===== src/rtl/priority_encoder_pkg.sv =====
// -----------------------------------------------------------------------------
// priority_encoder_pkg
//
// Purpose : Shared sizing constants for the registered priority encoder.
//           PENC_WIDTH is the default request-vector width and PENC_OUT_W is
//           the matching encoded-index width.
//
// Ports   : none (package)
// -----------------------------------------------------------------------------
package priority_encoder_pkg;

    localparam int PENC_WIDTH = 256;
    localparam int PENC_OUT_W = $clog2(PENC_WIDTH);

endpackage : priority_encoder_pkg


===== src/rtl/priority_encoder_if.sv =====
// -----------------------------------------------------------------------------
// priority_encoder_if
//
// Purpose : Bundles the request vector and the registered encoder result.
//
// Signals : in    [WIDTH-1:0] request vector, bit i set = index i requests
//           out   [OUT_W-1:0] registered index of highest set bit of in
//           valid             registered, 1 when in had any bit set
//
// Modports: master - request producer / result consumer (drives in)
//           slave  - the encoder (reads in, drives out and valid)
// -----------------------------------------------------------------------------
interface priority_encoder_if
    import priority_encoder_pkg::*;
#(
    parameter int WIDTH = PENC_WIDTH,
    parameter int OUT_W = $clog2(WIDTH)
);

    logic [WIDTH-1:0] in;
    logic [OUT_W-1:0] out;
    logic             valid;

    modport master (
        output in,
        input  out,
        input  valid
    );

    modport slave (
        input  in,
        output out,
        output valid
    );

endinterface : priority_encoder_if


===== src/rtl/priority_encoder_node.sv =====
// -----------------------------------------------------------------------------
// priority_encoder_node
//
// Purpose : One merge node of the priority-encoder reduction tree. Combines
//           the (valid, index) pairs of an upper and a lower half into the
//           (valid, index) pair of the whole, upper half taking priority.
//
// Ports   : hi_i   [K:0]   upper-half pair, {valid, index[K-1:0]}
//           lo_i   [K:0]   lower-half pair, {valid, index[K-1:0]}
//           pair_o [K+1:0] merged pair, {valid, index[K:0]}
//
// With K = 0 the inputs are raw request bits (a valid with no index).
// -----------------------------------------------------------------------------
module priority_encoder_node
    import priority_encoder_pkg::*;
#(
    parameter int K = 0
) (
    input  logic [K:0]   hi_i,
    input  logic [K:0]   lo_i,
    output logic [K+1:0] pair_o
);

    logic hi_vld;
    logic lo_vld;

    assign hi_vld = hi_i[K];
    assign lo_vld = lo_i[K];

    generate
        if (K == 0) begin : g_leaf
            // Raw bits: the new index MSB is simply "upper bit set".
            assign pair_o = {hi_vld | lo_vld, hi_vld};
        end else begin : g_merge
            // Upper half wins whenever it has any request; its index gets
            // MSB=1, otherwise the lower index is passed with MSB=0.
            assign pair_o = {hi_vld | lo_vld,
                             hi_vld,
                             hi_vld ? hi_i[K-1:0] : lo_i[K-1:0]};
        end
    endgenerate

endmodule : priority_encoder_node


===== src/rtl/priority_encoder.sv =====
// -----------------------------------------------------------------------------
// priority_encoder
//
// Purpose : Registered priority encoder. Reduces a WIDTH-bit request vector
//           to the index of its highest set bit plus a valid flag, through a
//           log2(WIDTH)-deep tree of merge nodes followed by one register
//           stage. Latency is one clock, throughput one result per clock.
//
// Ports   : clk    system clock, rising edge
//           rst_n  asynchronous active-low reset, clears out and valid
//           bus    priority_encoder_if.slave: in (request), out/valid (result)
//
// WIDTH must be a power of two and at least 2. An all-zero request gives
// out=0, valid=0; a request with only bit 0 set gives out=0, valid=1, so
// consumers must qualify out with valid.
// -----------------------------------------------------------------------------
module priority_encoder
    import priority_encoder_pkg::*;
#(
    parameter int WIDTH = PENC_WIDTH
) (
    input  logic              clk,
    input  logic              rst_n,
    priority_encoder_if.slave bus
);

    localparam int OUT_W = $clog2(WIDTH);

    // Level l holds WIDTH >> (l+1) pairs, each (l+2) bits wide:
    // {valid, index[l:0]}. Level 0 consumes raw request bits.
    generate
        for (genvar l = 0; l < OUT_W; l++) begin : g_lvl
            localparam int NODES  = WIDTH >> (l + 1);
            localparam int IN_W   = l + 1;
            localparam int PAIR_W = l + 2;

            logic [NODES*PAIR_W-1:0] pairs;

            for (genvar n = 0; n < NODES; n++) begin : g_node
                logic [IN_W-1:0] hi;
                logic [IN_W-1:0] lo;

                if (l == 0) begin : g_from_req
                    assign hi = bus.in[2*n+1];
                    assign lo = bus.in[2*n];
                end else begin : g_from_lvl
                    assign hi = g_lvl[l-1].pairs[(2*n+1)*IN_W +: IN_W];
                    assign lo = g_lvl[l-1].pairs[(2*n)*IN_W   +: IN_W];
                end

                priority_encoder_node #(
                    .K (l)
                ) u_node (
                    .hi_i   (hi),
                    .lo_i   (lo),
                    .pair_o (pairs[n*PAIR_W +: PAIR_W])
                );
            end
        end
    endgenerate

    // ---- tree root -> output register ----
    logic [OUT_W-1:0] out_d;
    logic [OUT_W-1:0] out_q;
    logic             valid_d;
    logic             valid_q;

    assign {valid_d, out_d} = g_lvl[OUT_W-1].pairs;

    always_ff @(posedge clk or negedge rst_n) begin
        if (!rst_n) begin
            out_q   <= '0;
            valid_q <= 1'b0;
        end else begin
            out_q   <= out_d;
            valid_q <= valid_d;
        end
    end

    assign bus.out   = out_q;
    assign bus.valid = valid_q;

endmodule : priority_encoder


===== src/flat_wrapper.sv =====
// flat-port wrapper written by rule: the top's interface ports become plain ports
module priority_encoder_flat import priority_encoder_pkg::*;
#(
    parameter int WIDTH = PENC_WIDTH
)
  (clk, rst_n, bus_in, bus_out, bus_valid);
  priority_encoder_if #(.WIDTH(WIDTH)) bus_i ();
  input  logic clk;
  input  logic rst_n;
  input wire logic [$bits(bus_i.in)-1:0] bus_in;
  output wire logic [$bits(bus_i.out)-1:0] bus_out;
  output wire logic [$bits(bus_i.valid)-1:0] bus_valid;
  assign bus_i.in = bus_in;
  assign bus_out = bus_i.out;
  assign bus_valid = bus_i.valid;
  priority_encoder #(.WIDTH(WIDTH)) u_core (.clk(clk), .rst_n(rst_n), .bus(bus_i));
endmodule

===== config.mk =====
export PLATFORM = sky130hd
export DESIGN_NAME = priority_encoder_flat
export DESIGN_NICKNAME = d
export VERILOG_FILES = /design/src/rtl/priority_encoder_pkg.sv /design/src/rtl/priority_encoder_if.sv /design/src/rtl/priority_encoder_node.sv /design/src/rtl/priority_encoder.sv /design/src/flat_wrapper.sv
export SDC_FILE = /design/constraint.sdc
export NUM_CORES = 1
export LEC_CHECK = 0
export BUFFER_PORTS_ARGS = -buffer_cell sky130_fd_sc_hd__buf_2
export CAP_MARGIN = 40
export CORE_ASPECT_RATIO = 1.2
export CORE_MARGIN = 4
export CORE_UTILIZATION = 47
export CTS_CLUSTER_SIZE = 24
export DETAILED_ROUTE_END_ITERATION = 6
export PLACE_DENSITY = 0.86
export SYNTH_ARGS = -nofsm -noshare
export SYNTH_HDL_FRONTEND = slang
export SYNTH_HIERARCHICAL = 1
export SYNTH_SLANG_ARGS = --single-unit

===== constraint.sdc =====
create_clock -name clk -period 0.8 [get_ports clk]
set_input_delay 0.08 -clock clk [delete_from_list [all_inputs] [get_ports clk]]
set_output_delay 0.08 -clock clk [all_outputs]
set_load 0.05 [all_outputs]

== Word-level counts from Yosys, hierarchy flattened ==
Index checks and enable logic that the tools add are counted.
Word-level totals
  bits in registers: 9
  bits of input ports: 258
  output and inout bits: 9
  word-level logic and storage cells: 384
Operators by class
  mux-type cells: 127
  bitwise gates (word level): 255
Operator list (number)
  $or A1 B1 Y1: 255
  $mux W1: 64
  $mux W2: 32
  $mux W3: 16
  $mux W4: 8
  $mux W5: 4
  $mux W6: 2
  $mux W7: 1

== Longest topological paths before layout ==
  word-level depth: 8
  mapped depth: 10
  depth with buffers taken out: 8

== Modules after synthesis ==
The synthesis kept the hierarchy.
Modules (own cells, without submodules)
  priority_encoder_node at u_core.g_lvl[1].g_node[0].u_node ...: times used 64, cells an instance 3, area each 28.8 sq um, seq. area each 0.0 sq um
  priority_encoder_node at u_core.g_lvl[0].g_node[0].u_node ...: times used 128, cells an instance 2, area each 13.8 sq um, seq. area each 0.0 sq um
  priority_encoder_node at u_core.g_lvl[2].g_node[0].u_node ...: times used 32, cells an instance 4, area each 36.3 sq um, seq. area each 0.0 sq um
  priority_encoder_node at u_core.g_lvl[3].g_node[0].u_node ...: times used 16, cells an instance 5, area each 47.5 sq um, seq. area each 0.0 sq um
  priority_encoder_node at u_core.g_lvl[4].g_node[0].u_node ...: times used 8, cells an instance 6, area each 58.8 sq um, seq. area each 0.0 sq um
  priority_encoder_node at u_core.g_lvl[5].g_node[0].u_node ...: times used 4, cells an instance 7, area each 70.1 sq um, seq. area each 0.0 sq um
  priority_encoder_node at u_core.g_lvl[6].g_node[0].u_node ...: times used 2, cells an instance 9, area each 115.1 sq um, seq. area each 0.0 sq um
  priority_encoder: times used 1, cells an instance 9, area each 225.2 sq um, seq. area each 225.2 sq um
  priority_encoder_node at u_core.g_lvl[7].g_node[0].u_node: times used 1, cells an instance 10, area each 130.1 sq um, seq. area each 0.0 sq um

== Worst setup path after synthesis ==
No wires, ideal clock.
  path type: input-to-reg
  from: input bus_in[254]
  to: register u_core.out_q[0], in the netlist u_core/bus.out[0]
  library setup time: 0.125 ns
  data arrival time: 2.845 ns
  required time: 0.675 ns
  path slack: -2.170 ns
  stages on the path: 10
  buffers on the path: 2
  cell sequence: or2_1 > or2_2 > or2_2 > or2_2 > or2_2 > or2_2 > buf_6 > or2_1 > buf_6 > mux2_4
Between the ends
  longest elaborated chain between the ends: 8
  elaborated cells on any way between the ends: 14
  classes of those cells: 7 x mux; 7 x bitwise
Ends and longest elaborated chain
  start, declared: line flat_wrapper.sv:10  | input wire logic [$bits(bus_i.in)-1:0] bus_in;
  $or A1 B1 Y1: line priority_encoder_node.sv:33  | assign pair_o = {hi_vld | lo_vld, hi_vld};
  $or A1 B1 Y1: line priority_encoder_node.sv:37  | assign pair_o = {hi_vld | lo_vld,
  named net u_core.g_lvl[2].g_node[31].hi[2]: line priority_encoder.sv:40  | logic [IN_W-1:0] hi;
  $or A1 B1 Y1: line priority_encoder_node.sv:37
  named net u_core.g_lvl[3].g_node[15].hi[3]: line priority_encoder.sv:40
  $or A1 B1 Y1: line priority_encoder_node.sv:37
  named net u_core.g_lvl[4].g_node[7].hi[4]: line priority_encoder.sv:40
  $or A1 B1 Y1: line priority_encoder_node.sv:37
  named net u_core.g_lvl[5].g_node[3].hi[5]: line priority_encoder.sv:40
  $or A1 B1 Y1: line priority_encoder_node.sv:37
  named net u_core.g_lvl[6].g_node[1].hi[6]: line priority_encoder.sv:40
  $or A1 B1 Y1: line priority_encoder_node.sv:37
  named net u_core.g_lvl[7].g_node[0].hi[7]: line priority_encoder.sv:40
  $mux W7: line priority_encoder_node.sv:39  | hi_vld ? hi_i[K-1:0] : lo_i[K-1:0]};
  named net u_core.g_lvl[7].pairs[0]: line priority_encoder.sv:37  | logic [NODES*PAIR_W-1:0] pairs;
  end signal, assigned: line priority_encoder.sv:75  | out_q <= out_d;
  end, declared: line priority_encoder.sv:64  | logic [OUT_W-1:0] out_q;
The timed path passes the listed nets, and every way through them passes these cells.

== Worst setup path after layout ==
  from: input bus_in[139]
  to: register u_core.out_q[0], in the netlist u_core/bus.out[0]
Between the ends
  longest elaborated chain between the ends: 8
  elaborated cells on any way between the ends: 14
  classes of those cells: 7 x mux; 7 x bitwise
Ends and longest elaborated chain
  $or A1 B1 Y1: line priority_encoder_node.sv:33
  named net u_core.g_lvl[1].g_node[34].hi[1]: line priority_encoder.sv:40
  $mux W1: line priority_encoder_node.sv:39
  named net u_core.g_lvl[2].g_node[17].lo[0]: line priority_encoder.sv:41  | logic [IN_W-1:0] lo;
  $mux W2: line priority_encoder_node.sv:39
  named net u_core.g_lvl[3].g_node[8].hi[0]: line priority_encoder.sv:40
  $mux W3: line priority_encoder_node.sv:39
  named net u_core.g_lvl[4].g_node[4].lo[0]: line priority_encoder.sv:41
  $mux W4: line priority_encoder_node.sv:39
  named net u_core.g_lvl[5].g_node[2].lo[0]: line priority_encoder.sv:41
  $mux W5: line priority_encoder_node.sv:39
  named net u_core.g_lvl[6].g_node[1].lo[0]: line priority_encoder.sv:41
  $mux W6: line priority_encoder_node.sv:39
  named net u_core.g_lvl[7].g_node[0].hi[0]: line priority_encoder.sv:40
  $mux W7: line priority_encoder_node.sv:39
  named net u_core.g_lvl[7].pairs[0]: line priority_encoder.sv:37
The timed path passes the listed nets, and every way through them passes these cells.

==> reports/summary.log <==
qor: synth.syn_nets 1,027
qor: finish.multiInputGateArea 5150 sq um
qor: floorplan.die_x 118 microns
qor: finish.regArea 225 sq um
qor: setup_path.worstSetupStartpoint bus_in[139]
qor: synth.synthCells 769
qor: timing.worst_pin_slew 0.196 ns
qor: drt.met2_wirelength 9260 microns
qor: setup_path.critical_path_capture_point_type flip-flop
qor: hold_path.class_of_the_tightest_hold_or_removal_check input port to async pin
qor: timing.worst_case_hold_slack 0.245 ns
qor: synth.syn-cell-area 6860 sq um
qor: synth.yosysMostFrequentCell sky130_fd_sc_hd__buf_4
qor: timing.setup_tns_after_final_layout -13.33 ns
qor: setup_path.critical_path_buf_inv_count 2
qor: grt.globalRoute.totalOverflow 0
qor: clocking.clock_tree.htree_level_count 1
qor: synth.seq_total_area_yosys 0.0328
qor: clocking.clock_path_buffers 2
qor: finish.post_route_cells_drive_above_1_share 0.895
qor: floorplan.fp.dieH 140 microns
qor: synth.cell_types_occupying_the_most_area_after_synthesis sky130_fd_sc_hd__buf_4, sky130_fd_sc_hd__mux2_2, sky130_fd_sc_hd__mux2_4
qor: timing.hold_violations 0
qor: grt.grt_pass1_vias 5,740
qor: setup_path.cp.required 0.92 ns
qor: timing.report.final.slew_viol_count 0
qor: timing.max_freq 434 MHz
qor: floorplan.initial_utilization 0.478
qor: setup_path.critPathTopFamily multiplexers
qor: synth.synthDistinctLibCells 7
qor: setup_path.critical_path.cell_chain buf_2, or2_1, buf_4, mux2_4, mux2_2, mux2_2, mux2_2, mux2_4, mux2_4, mux2_4
qor: drt.wirelength_met1 5530 microns
qor: drt.ant_nets 0
qor: clocking.cts_tree yes
qor: placed_design.post_place_cells 1,064
qor: drt.dr.first_iter.drc_count 85
qor: synth.synth_commonest_cells sky130_fd_sc_hd__buf_4, sky130_fd_sc_hd__mux2_2, sky130_fd_sc_hd__or2_1
qor: grt.initial_antenna_violation_count 0
qor: synth.synth_edf_count 0
qor: setup_path.worst_path_max_delay_cell sky130_fd_sc_hd__mux2_4
qor: drt.vias 5,206
qor: setup_path.timing.critical_path.from_type input port
qor: synth.synth.yosys.warnings 6
qor: timing.min_period 2.31 ns
qor: setup_path.critical_path_cell_count 10
qor: clocking.cts.reportedPaths.clkPinSlew 0.04 ns
qor: floorplan.placeableCoreArea 14,400 sq um
qor: timing.fin_ws -1.51 ns
qor: finish.filler_cell_count 1,217
qor: setup_path.cp_max_fo 2
qor: drt.dr.pass1.iters 4
qor: floorplan.floorplan.io_pins 267
qor: placed_design.place.detailed.hpwl 13,700 microns
qor: timing.timing.max_slew.rel_slack 0.869
qor: placed_design.gp_congestion 0.838
qor: synth.synth_top_area_share 0.279
qor: timing.setup_viol 18
qor: power_and_ir_drop.vdd_drop_max 0.482 mV
qor: synth.ys.flop_type sky130_fd_sc_hd__dfrtp_1
qor: drt.wl_met3 922 microns
qor: finish.final_util 0.574
qor: drt.route.top_layer_used met4
qor: grt.total_routing_usage_reported_by_global_routing 0.179
qor: setup_path.worst-endpoint-arrival 2.42 ns
qor: floorplan.die_area 16,600 sq um
qor: clocking.root_buffer_selected_by_cts sky130_fd_sc_hd__clkbuf_16
qor: placed_design.portBuffers 266
qor: synth.syn_avg_cell_area 8.92 sq um
qor: finish.layout-area-overhead-vs-synth 20.2%
qor: synth.synth.largest_area_cell sky130_fd_sc_hd__buf_4
qor: synth.synth-seq-cells 9
qor: drt.drt-vias-per-instance 4.78
qor: drt.post-route-drc-count 0
qor: power_and_ir_drop.power_density 517 nW/um^2
qor: drt.wl_per_cell 14.8 microns
qor: finish.diode_count 0
qor: clocking.cts_inserted_buffers 3
qor: setup_path.largest_incremental_delay_on_the_critical_path 0.28 ns
qor: clocking.cts.sinks 9
qor: run.max_cap_viol_count 0
qor: grt.grt_start_max_net_pins 10
qor: setup_path.timing_worst_setup_path_type input port to flip-flop
qor: finish.finish.cell_count_without_fillers 1,088
qor: power_and_ir_drop.fin_total_pwr 0.00426 W
qor: grt.grt_first_pass_wirelength 25,100 microns
qor: run_status.status complete, but fails checks
qor: finish.finalNetCount 1,172
qor: power_and_ir_drop.power.leakage 3.89 nW
qor: timing.timing.final.crit_share 2.88
qor: timing.grt_setup_unrepaired true
qor: setup_path.critical-path-top-cell-by-count sky130_fd_sc_hd__mux2_4
qor: synth.asyncSetResetFlopFracSynth 1.00
qor: drt.totalWireLength 16,100 microns
qor: run_status.failed_checks negative setup slack
qor: floorplan.row_count 48
==> logic make-up after synthesis <==
group,share of synthesized area
flops,0.0328
mux,0.451
buf+inv,0.284
simple gates,0.232
==> routing by layer <==
| metal | track usage | vias to the layer above |
|---|---|---|
| met3 | 0.0230 | 33 |
| met4 | 0.0475 | 0 |
| li1 | - | 2598 |
| met1 | 0.170 | 2386 |
| met5 | 0 | - |
| met2 | 0.388 | 189 |
==> where the power goes <==
part	total [W]	switching (W)	internal, W
clock	0.000886	0.000220	0.000666
combinational	0.00290	0.000917	0.00198
sequential	0.000474	0.00000715	0.000467
==> stage by stage <==
step | setup WS [ns] | instance area [sq um]
global placement | -1.89 | 7510
finish | -1.51 | 8250
detailed placement | -1.90 | 7510
floorplan | -1.69 | 7050
global route | -1.55 | 8250
CTS | -1.52 | 8060
==> state kept, by name, summed over array words and instances, names as in the netlist <==
name,flops
u_core/bus.out,8
u_core/bus.valid,1
==> cell type report <==
| type | count | area share |
|---|---|---|
| Clock buffer | 4 | 0.00956 |
| Sequential cell | 9 | 0.0273 |
| Timing Repair Buffer | 398 | 0.312 |
| Multi-Input combinational cell | 502 | 0.625 |
| Tap cell | 175 | 0.0266 |
==> final timing paths <==
path                                          endpoint  slack [ns]
max in group asynchronous  u_core/bus.out[4]$_DFF_PN0_        0.38
hold / removal              u_core/bus.valid$_DFF_PN0_        0.24
setup / recovery           u_core/bus.out[0]$_DFF_PN0_       -1.51
min in group clk            u_core/bus.valid$_DFF_PN0_        0.73
==> repair_timing <==
action / CTS / global route
endpoints found under the hold margin: 9 / 0
setup buffers: 12 / 7
setup endpoints to repair: 18 / 18
gates resized for setup: 114 / 35
hold buffers: 1 / 0
pin swaps: 29 / 36
==> cells in the final DEF (no fill, tap or decap) <==
cell	count
sky130_fd_sc_hd__buf_12	1
sky130_fd_sc_hd__buf_2	241
sky130_fd_sc_hd__buf_4	111
sky130_fd_sc_hd__buf_6	43
sky130_fd_sc_hd__buf_8	1
sky130_fd_sc_hd__clkbuf_1	1
sky130_fd_sc_hd__clkbuf_16	3
sky130_fd_sc_hd__dfrtp_1	9
sky130_fd_sc_hd__dlygate4sd3_1	1
sky130_fd_sc_hd__mux2_2	136
sky130_fd_sc_hd__mux2_4	111
sky130_fd_sc_hd__or2_1	85
sky130_fd_sc_hd__or2_2	26
sky130_fd_sc_hd__or2_4	144
Note: power is estimated with default switching activity, not from simulation.
